--- src/rtl/value_history.sv ---
// -----------------------------------------------------------------------------
// value_history
//
// History buffer for the random-number lab datapath. It keeps the last DEPTH
// accepted values for the HEX displays. entry[0] is the newest value. A browse
// cursor steps through older entries using debounced key pulses.
//
// Parameters:
//   WIDTH  bit width of each stored value
//   DEPTH  number of history entries (2..64)
//
// Ports:
//   i_clk           system clock
//   i_rst_n         asynchronous active-low reset
//   i_clear         synchronous clear of the whole history
//   i_push          capture i_data as the newest entry
//   i_data          value to record
//   i_browse_older  move the cursor one entry older
//   i_browse_newer  move the cursor one entry newer
//   o_latest        entry[0]
//   o_prev          entry[1]
//   o_browse_data   entry[cursor], a combinational mux
//   o_browse_idx    cursor position, 0 = newest
//   o_count         number of valid entries, 0..DEPTH
//   o_full          high when o_count == DEPTH
//
// Build option:
//   VALUE_HISTORY_DEDUP_EN  when defined, a push is rejected if it repeats the
//                           newest stored value and history is not empty.
// -----------------------------------------------------------------------------
module value_history #(
    parameter int WIDTH = 4,
    parameter int DEPTH = 8
) (
    input  logic                       i_clk,
    input  logic                       i_rst_n,
    input  logic                       i_clear,
    input  logic                       i_push,
    input  logic [WIDTH-1:0]           i_data,
    input  logic                       i_browse_older,
    input  logic                       i_browse_newer,
    output logic [WIDTH-1:0]           o_latest,
    output logic [WIDTH-1:0]           o_prev,
    output logic [WIDTH-1:0]           o_browse_data,
    output logic [$clog2(DEPTH)-1:0]   o_browse_idx,
    output logic [$clog2(DEPTH+1)-1:0] o_count,
    output logic                       o_full
);

    localparam int IDX_W = $clog2(DEPTH);
    localparam int CNT_W = $clog2(DEPTH + 1);

    logic [WIDTH-1:0] entry_q [DEPTH];
    logic [IDX_W-1:0] cursor_q;
    logic [CNT_W-1:0] count_q;
    logic             full_q;

    logic push_ok;
    logic can_older;
    logic can_newer;

`ifdef VALUE_HISTORY_DEDUP_EN
    // A repeat of the newest value is ignored, but an empty history always
    // accepts its first value.
    assign push_ok = i_push && ((count_q == '0) || (i_data != entry_q[0]));
`else
    assign push_ok = i_push;
`endif

    // The cursor may advance only while it stays below the last valid entry.
    // When the history is empty this is never true, so the cursor stays at 0.
    assign can_older = (CNT_W'(cursor_q) + CNT_W'(1)) < count_q;
    assign can_newer = (cursor_q != '0);

    // NOTE: the storage is a register array and not a RAM. The reset loop
    // below is intentional. Entries past o_count must read 0 without masking
    // logic, and a RAM macro could not clear every entry in one cycle.
    always_ff @(posedge i_clk or negedge i_rst_n) begin
        if (!i_rst_n) begin
            for (int k = 0; k < DEPTH; k++) entry_q[k] <= '0;
            cursor_q <= '0;
            count_q  <= '0;
            full_q   <= 1'b0;
        end else if (i_clear) begin
            // A push in the same cycle is dropped on purpose.
            for (int k = 0; k < DEPTH; k++) entry_q[k] <= '0;
            cursor_q <= '0;
            count_q  <= '0;
            full_q   <= 1'b0;
        end else if (push_ok) begin
            // NOTE: non-blocking assignments make every stage read its
            // neighbour's old value, so the loop order does not matter.
            for (int k = DEPTH - 1; k > 0; k--) entry_q[k] <= entry_q[k-1];
            entry_q[0] <= i_data;
            if (count_q != CNT_W'(DEPTH)) count_q <= count_q + CNT_W'(1);
            full_q   <= (count_q >= CNT_W'(DEPTH - 1));
            cursor_q <= '0;
        end else if (i_browse_older && !i_browse_newer && can_older) begin
            cursor_q <= cursor_q + IDX_W'(1);
        end else if (i_browse_newer && !i_browse_older && can_newer) begin
            cursor_q <= cursor_q - IDX_W'(1);
        end
    end

    assign o_latest      = entry_q[0];
    assign o_prev        = entry_q[1];
    assign o_browse_data = entry_q[cursor_q];
    assign o_browse_idx  = cursor_q;
    assign o_count       = count_q;
    assign o_full        = full_q;

endmodule
--- config.mk ---
export PLATFORM = sky130hd
export DESIGN_NAME = value_history
export DESIGN_NICKNAME = d
export VERILOG_FILES = /design/src/rtl/value_history.sv
export SDC_FILE = /design/constraint.sdc
export NUM_CORES = 1
export LEC_CHECK = 0
export CAP_MARGIN = 5
export CORE_ASPECT_RATIO = 1.2
export CORE_MARGIN = 1.5
export CORE_UTILIZATION = 59
export CTS_BUF_LIST = sky130_fd_sc_hd__clkbuf_16
export CTS_CLUSTER_DIAMETER = 40
export CTS_CLUSTER_SIZE = 40
export DETAILED_ROUTE_END_ITERATION = 6
export PLACE_DENSITY_LB_ADDON = 0.05
export SLEW_MARGIN = 10
export SYNTH_ARGS = -nofsm -noshare
export SYNTH_HDL_FRONTEND = slang
export SYNTH_SLANG_ARGS = --single-unit
export TNS_END_PERCENT = 100
--- constraint.sdc ---
create_clock -name i_clk -period 4.03 [get_ports i_clk]
set_input_delay 1.209 -clock i_clk [delete_from_list [all_inputs] [get_ports i_clk]]
set_output_delay 1.209 -clock i_clk [all_outputs]
set_load 0.02 [all_outputs]
# Yosys cells after proc, flatten, opt, wreduce, memory -nomap -nowiden
# Index checks and enable logic that the tools add are counted.
# word_totals
register_bits	40
inputBits	10
out_inout_bits	20
word_cells	45
# classes
add_sub_neg	4
n_lt_le_gt_ge	3
n_eq_ne	1
n_mux	14
bitwise	1
n_reduce_logical	11
# op_table
operator	n
$mux 32	2
$mux 4	5
$bmux 4 s3	1
$mux 3	4
$add 3x1->4 const B	1
$add 4x1->4 const B	1
$ge 4x3->1 const B	1
$ge 4x4->1 const B	1
$logic_and 1x1->1	4
$lt 4x4->1	1
$ne 4x4->1 const B	1
$not 3->4	1
$reduce_bool 2->1	2
$reduce_bool 4->1	1
$add 3x1->3 const B	1
$reduce_bool 3->1	1
$sub 3x1->3 const B	1
$logic_not 1->1	2
$mux 1	2
$reduce_and 2->1	1

# Longest topological paths before layout
# logic_depth
word_depth	7
ltp_mapped	12
depth_no_buf	11

# Worst setup path before layout
# No wires, ideal clock.
# synth_path
kind	register to register
from	reg cursor_q[1] (netlist: o_browse_idx[1])
to	reg cursor_q[1] (netlist: o_browse_idx[1])
setup_ps	79
arrival_time_ps	2763
required_ps	3951
slack_ps	1187
path_stages_with_launch	11
period_less_slack_ps	2843
cell_sequence	dfrtp_1 clkbuf_1 inv_1 ha_1 ha_1 a21boi_0 o211ai_1 and2_1 fa_1 or3_1 mux2i_1
# synth_via
elab_chain_cells	6
elab_cells_between_ends	12
cone_classes	add/sub: 3; order compare: 1; mux: 4; reduce/logical: 4
# synth_rtl
element	line	rtl
from (decl)	54	logic [IDX_W-1:0] cursor_q;
from (signal assigned)	99	cursor_q <= cursor_q + IDX_W'(1);
from (signal assigned)	101	cursor_q <= cursor_q - IDX_W'(1);
$add 3x1->4	72	assign can_older = (CNT_W'(cursor_q) + CNT_W'(1)) < count_q;
$lt 4x4->1	72	
$logic_and 1x1->1	98	end else if (i_browse_older && !i_browse_newer && can_older) begin
$mux 3	98	
$mux 3	90	end else if (push_ok) begin
$mux 3	84	end else if (i_clear) begin
# Several ways; a longest one is shown, not always the timed one. The select of a mux whose other input is x is not followed.
# A chain may end at the register's enable or synchronous reset.

# Worst setup path in the final report
# layout_path
from	reg cursor_q[0] (netlist: o_browse_idx[0])
to	out o_browse_data[1]
# layout_via
elab_chain_cells	4
# layout_rtl
element	line	rtl
$not 3->4 (implied by the code)	107	assign o_browse_data = entry_q[cursor_q];
$bmux 4 s3	107	
$mux 4 (implied by the code) (2 in series)	107	
to (decl)	44	output logic [WIDTH-1:0] o_browse_data,
# Every way passes these cells. The select of a mux whose other input is x is not followed.

==> impl_metrics.ini <==
[floorplan]
initial_core_util_pct = 60.9
die_w_um = 58.7
ioPinCount = 30
core_sq_um = 3600
die_h_um = 69.8
placementRows = 24
die_area_sq_um = 4100

[synth]
synth_cells = 190
synth.area.top_cells = dfrtp_1, mux2i_1, mux4_1
ys_seq_area_share_pct = 45.6
yosysTopAreaCell = dfrtp_1
syn-num-nets = 208
ys_types = 33
ys_ff_latch = 40
synth_area_per_cell_sq_um = 11.6
syn_area_sq_um = 2190
yosysWarnings = 0
netlist.area_leader.share_pct = 45.6

[timing]
fmaxAchievable_mhz = 271
finalHoldViolations = 0
setup_viol = 0
fin_crit_sh_pct = 91.5
report.final.slew_viol_count = 0
period_minus_slack_ns = 3.69
clock_skew_ns = 0.00253
rsz0062_at_grt = no
worst_slew_pin_slew_ns = 0.887
tns_ns = 0
max-slew-margin-rel_pct = 40.8

[placement]
io_buffer_count = 29
dpl.hpwl_um = 2500
gp_congestion = 0.765
place_area_sq_um = 2420

[finish]
seq_area_sq_um = 1000
area_delta_synth_final_pct = 18.9
fin_util_pct = 72.4
nFillCells = 281
final_common_cell = dfrtp_1
multi_input_area_sq_um = 1040
num_antenna_cells = 0
final_cell_mix = dfrtp_1, mux2i_1, nor2_1
fin_nets = 227
design_area_sq_um = 2610
drive_gt1_share_pct = 8.13

[global_routing]
antenna_found_initial = 0
overflow = 0
grt_pass1_wl_um = 6650
grt_max_degree = 42
gr-usage-met1_pct = 29.0
top_usage_layer = met2
grt_pass1_vias = 1415
use_met3_pct = 5.04
use_met2_pct = 34.3
grt_use_total_pct = 21.6

[route]
drt_wl_total_um = 4010
antenna_left = 0
routedWlPerCell_um = 16.1
drtPass1Iterations = 4
drt_iter0_markers = 60
vias = 1427
drc = 0
viasPerCell = 5.75

[power]
ir_worst_vdd_v = 0.000359
p_per_area_nw_per_um2 = 401
p_leak_nw = 1.28

[worst_setup_path]
path_class = flip-flop to output pin
endpoint_kind = output pin
path_cells = mux4_1 > mux2_2 > clkdlybuf4s50_1
slowest_delay_ns = 0.72
crit_slowest_cell = dfrtp_1
startpoint = o_browse_idx[0]
rr_startpoint = o_browse_idx[0]
arrival_ns = 2.48
path_max_fanout = 14
crit_path_start_kind = flip-flop
worstPathRequired_ns = 2.82

[cts]
ctsHtreeMaxLevel = 2
post_cts_buffers = 0
cts_buffer_depth = 2
cts_made_buffers = 5
clk_latency_ns = 0.28
clk_pin_slew_ns = 0.06
cts-root-buf = clkbuf_16
cts_tree = yes
clkSinkCount = 40
cts_hold_buf = 0
cts_resized = 0

[outcome]
outcome = complete, no violations

[worst_hold_path]
hp-start = entry_q[0]
hold_class = flip-flop to flip-flop

[job]
maxCapViolCount = 0
## worst max-delay path, delay by kind of cell, from the launching register on
kind	cells	cell delay [ns]
muxes	2	0.93
buffers and inverters	1	0.54
DFF	1	0.72
## registers in the layout, summed over array words and instances, names as in the netlist
name / count
o_browse_idx: 3
o_full: 1
o_prev: 4
entry_q: 24
o_count: 4
o_latest: 4
## final timing paths
kind	endpoint	slack (ns)	cells past startpoint
max	o_browse_data[1]	0.34	3
min	entry_q[0]	0.52	2
max reg2reg	o_browse_idx[1]	0.96	9
min reg2reg	entry_q[0]	0.52	2
max in group asynchronous	o_prev[2]	2.42	1
min in group asynchronous	o_count[3]	1.05	1
## area by class of cell
cell class,count,area share [%]
Timing Repair Buffer,31,11.3
Sequential cell,40,38.4
Multi-Input combinational cell,122,40.0
Clock inverter,2,2.30
Clock buffer,5,4.80
Inverter,9,1.29
Tap cell,39,1.87
## cells in the mapped netlist
cell type and count:
buf_1 1, a2111oi_2 1, nand2_1 5, ha_1 7
nand2b_1 1, nand3b_1 1, nor3_1 1, mux4_1 8
dfrtp_1 40, inv_1 9, fa_1 1, o21ai_0 3
nand3_1 1, mux2_2 4, o211ai_1 1, mux2i_1 35
a211oi_1 1, nor2b_1 1, nor3b_1 1, a21oi_1 5
or3_1 4, buf_6 1, and3_2 1, nor4b_1 1
xor2_1 1, a31oi_1 1, and2_1 1, a21boi_0 1
buf_4 8, a21o_1 1, clkbuf_1 4, nor2_1 34
buf_2 5
## power by group
| part | internal (mW) | switching, mW | total (mW) |
|---|---|---|---|
| clock | 0.351 | 0.147 | 0.498 |
| sequential | 0.411 | 0.0148 | 0.426 |
| combinational | 0.0585 | 0.0640 | 0.123 |
## per-layer routing
| metal | routed length (um) | part of all wire, % |
|---|---|---|
| met1 | 1800 | 45 |
| met2 | 2030 | 51 |
| met3 | 118 | 2.9 |
| met4 | 59 | 1.5 |
| met5 | 0 | 0 |
## logic make-up after synthesis
family | count (synthesis) | synth area share, %
AOI/OAI and AO/OA | 14 | 4.16
xor gates and xnor gates | 1 | 0.399
adders and majority gates | 8 | 4.90
buffers and inverters | 28 | 6.78
DFF | 40 | 45.6
muxes | 47 | 27.6
and+or+nand+nor | 52 | 10.5
## per-stage QoR
stage          total power [mW]  setup WS (ns)  std cells  hold WS [ns]
2_1_floorplan             0.511           1.19        190         0.478
3_3_place_gp              0.553          0.693        241         0.500
3_5_place_dp              0.557          0.648        241         0.510
4_1_cts                    1.06          0.320        248         0.525
5_1_grt                    1.08          0.260        248         0.570
6_report                   1.05          0.342        248         0.525
No activity file was read; power rests on OpenSTA's default activity.
==> RTL change (same settings) <==
Add a define of `VALUE_HISTORY_DEDUP_EN`.
--- a/src/rtl/value_history.sv
+++ b/src/rtl/value_history.sv
@@ -28,6 +28,8 @@
 //   VALUE_HISTORY_DEDUP_EN  when defined, a push is rejected if it repeats the
 //                           newest stored value and history is not empty.
 // -----------------------------------------------------------------------------
+`define VALUE_HISTORY_DEDUP_EN
+
 module value_history #(
     parameter int WIDTH = 4,
     parameter int DEPTH = 8
Formal check against the unedited RTL: not equivalent (Yosys sat finds a counterexample within 4 cycles, from zero or initial values and one cycle with i_rst_n low).
==> RTL change against the unedited design <==
Routed wire length grew 29%. Area after synthesis rose by 13%. Fmax increased by 1.5%. Setup slack better by 0.053 ns. Non-clock buffer count grew 2. Power fell by 3.5%. Hold slack improved by 0.027 ns. Utilization up 0.23 points. Sequential cell count did not move. Design area rose by 11%. Largest cell class unchanged. Largest power group unchanged.
==> RTL change: results <==
group,metric,value,unit
setup_path,worst-path-max-fanout,9,
detailed_routing,wl_met3,159,um
finish,nets,260,
clocking,worstSkewPairLatency,0.28,ns
pwr,leakage_power_figure,1.29,nW
detailed_routing,avgViaCountPerCell,5.93,
logic_synthesis,syn-num-nets,240,
logic_synthesis,synth_cell_type_count,42,
logic_synthesis,yosysSeqAreaShare,0.403,
finish,fill_cells,305,
status,status,"completed",
detailed_routing,detail_route.wirelength,5170,um
pwr,peak_supply_drop,337,uV
global_route,grt_max_degree,41,
placed_design,gpl_wtd_cong,0.920,
detailed_routing,drt_iter0_markers,125,
global_route,groute.usage.overall,0.239,
detailed_routing,met2_length,2720,um
sta,timing_worst_slew_pin_value,0.903,ns
logic_synthesis,netlist_top_cells_area,"sky130_fd_sc_hd__dfrtp_1 (40%), sky130_fd_sc_hd__mux2i_1 (14%), sky130_fd_sc_hd__nand2b_1 (9.3%), sky130_fd_sc_hd__mux4_2 (7.2%), sky130_fd_sc_hd__buf_4 (3.6%)",
global_route,grt_first_pass_wirelength,8670,um
finish,layout-drive-gt1-share,0.128,
sta,final.setup_skew,0.00390,ns
detailed_routing,drtPass1Iterations,6,
placed_design,hpwl,3720,um
detailed_routing,wl_met1,2210,um
global_route,via_count_of_the_first_global_routing_pass,1864,
[RTL change: worst max-delay path, cell delays in order, from the launching register on]
cell	delay [ns]
sky130_fd_sc_hd__dfrtp_1	0.54
sky130_fd_sc_hd__buf_4	0.25
sky130_fd_sc_hd__mux4_2	0.52
sky130_fd_sc_hd__mux2_2	0.30
sky130_fd_sc_hd__clkdlybuf4s50_1	0.54
[RTL change: final timing paths]
kind | to | depth (start not counted) | slack [ns]
worst max-delay path | o_browse_data[1] | 4 | 0.40
worst min-delay path | entry_q[0] | 2 | 0.55
worst max register to register | o_browse_idx[2] | 10 | 0.51
worst min register to register | entry_q[0] | 2 | 0.55
max in group asynchronous | entry_q[7] | 1 | 2.40
min in group asynchronous | o_count[3] | 1 | 1.06
[RTL change: logic make-up after synthesis]
family / count (synthesis) / synth area share
AOI/OAI and AO/OA: 24 / 0.0720
xor gates and xnor gates: 5 / 0.0176
adders and majority gates: 8 / 0.0433
buffers and inverters: 27 / 0.0619
DFF: 40 / 0.403
muxes: 48 / 0.237
and+or+nand+nor: 70 / 0.166
[RTL change: area by class of cell]
type                       instances  share of cell area
clock buffer                       5              0.0430
clock inverter                     3              0.0129
inverter                           7             0.00904
multi-input combinational        155               0.459
sequential                        40               0.344
tap                               54              0.0232
timing repair buffer              33               0.108
[RTL change: per-stage QoR]
stage / setup WS, ns / area, um^2 / instances
floorplan: 0.736 / 2490 / 222
global placement: 0.738 / 2750 / 289
detailed placement: 0.537 / 2750 / 289
CTS: 0.375 / 2910 / 297
global route: 0.280 / 2910 / 297
finish: 0.395 / 2910 / 297
[RTL change: metal layers]
metal / up-vias / GRT usage
met4: 0 / 0.0914
met5: - / 0
met2: 38 / 0.437
met3: 9 / 0.0454
met1: 899 / 0.286
li1: 815 / -
[RTL change: power breakdown]
group	internal [mW]	switching [mW]	total, mW
Combinational	0.0724	0.0797	0.152
Clock	0.288	0.149	0.437
Sequential	0.410	0.0122	0.422
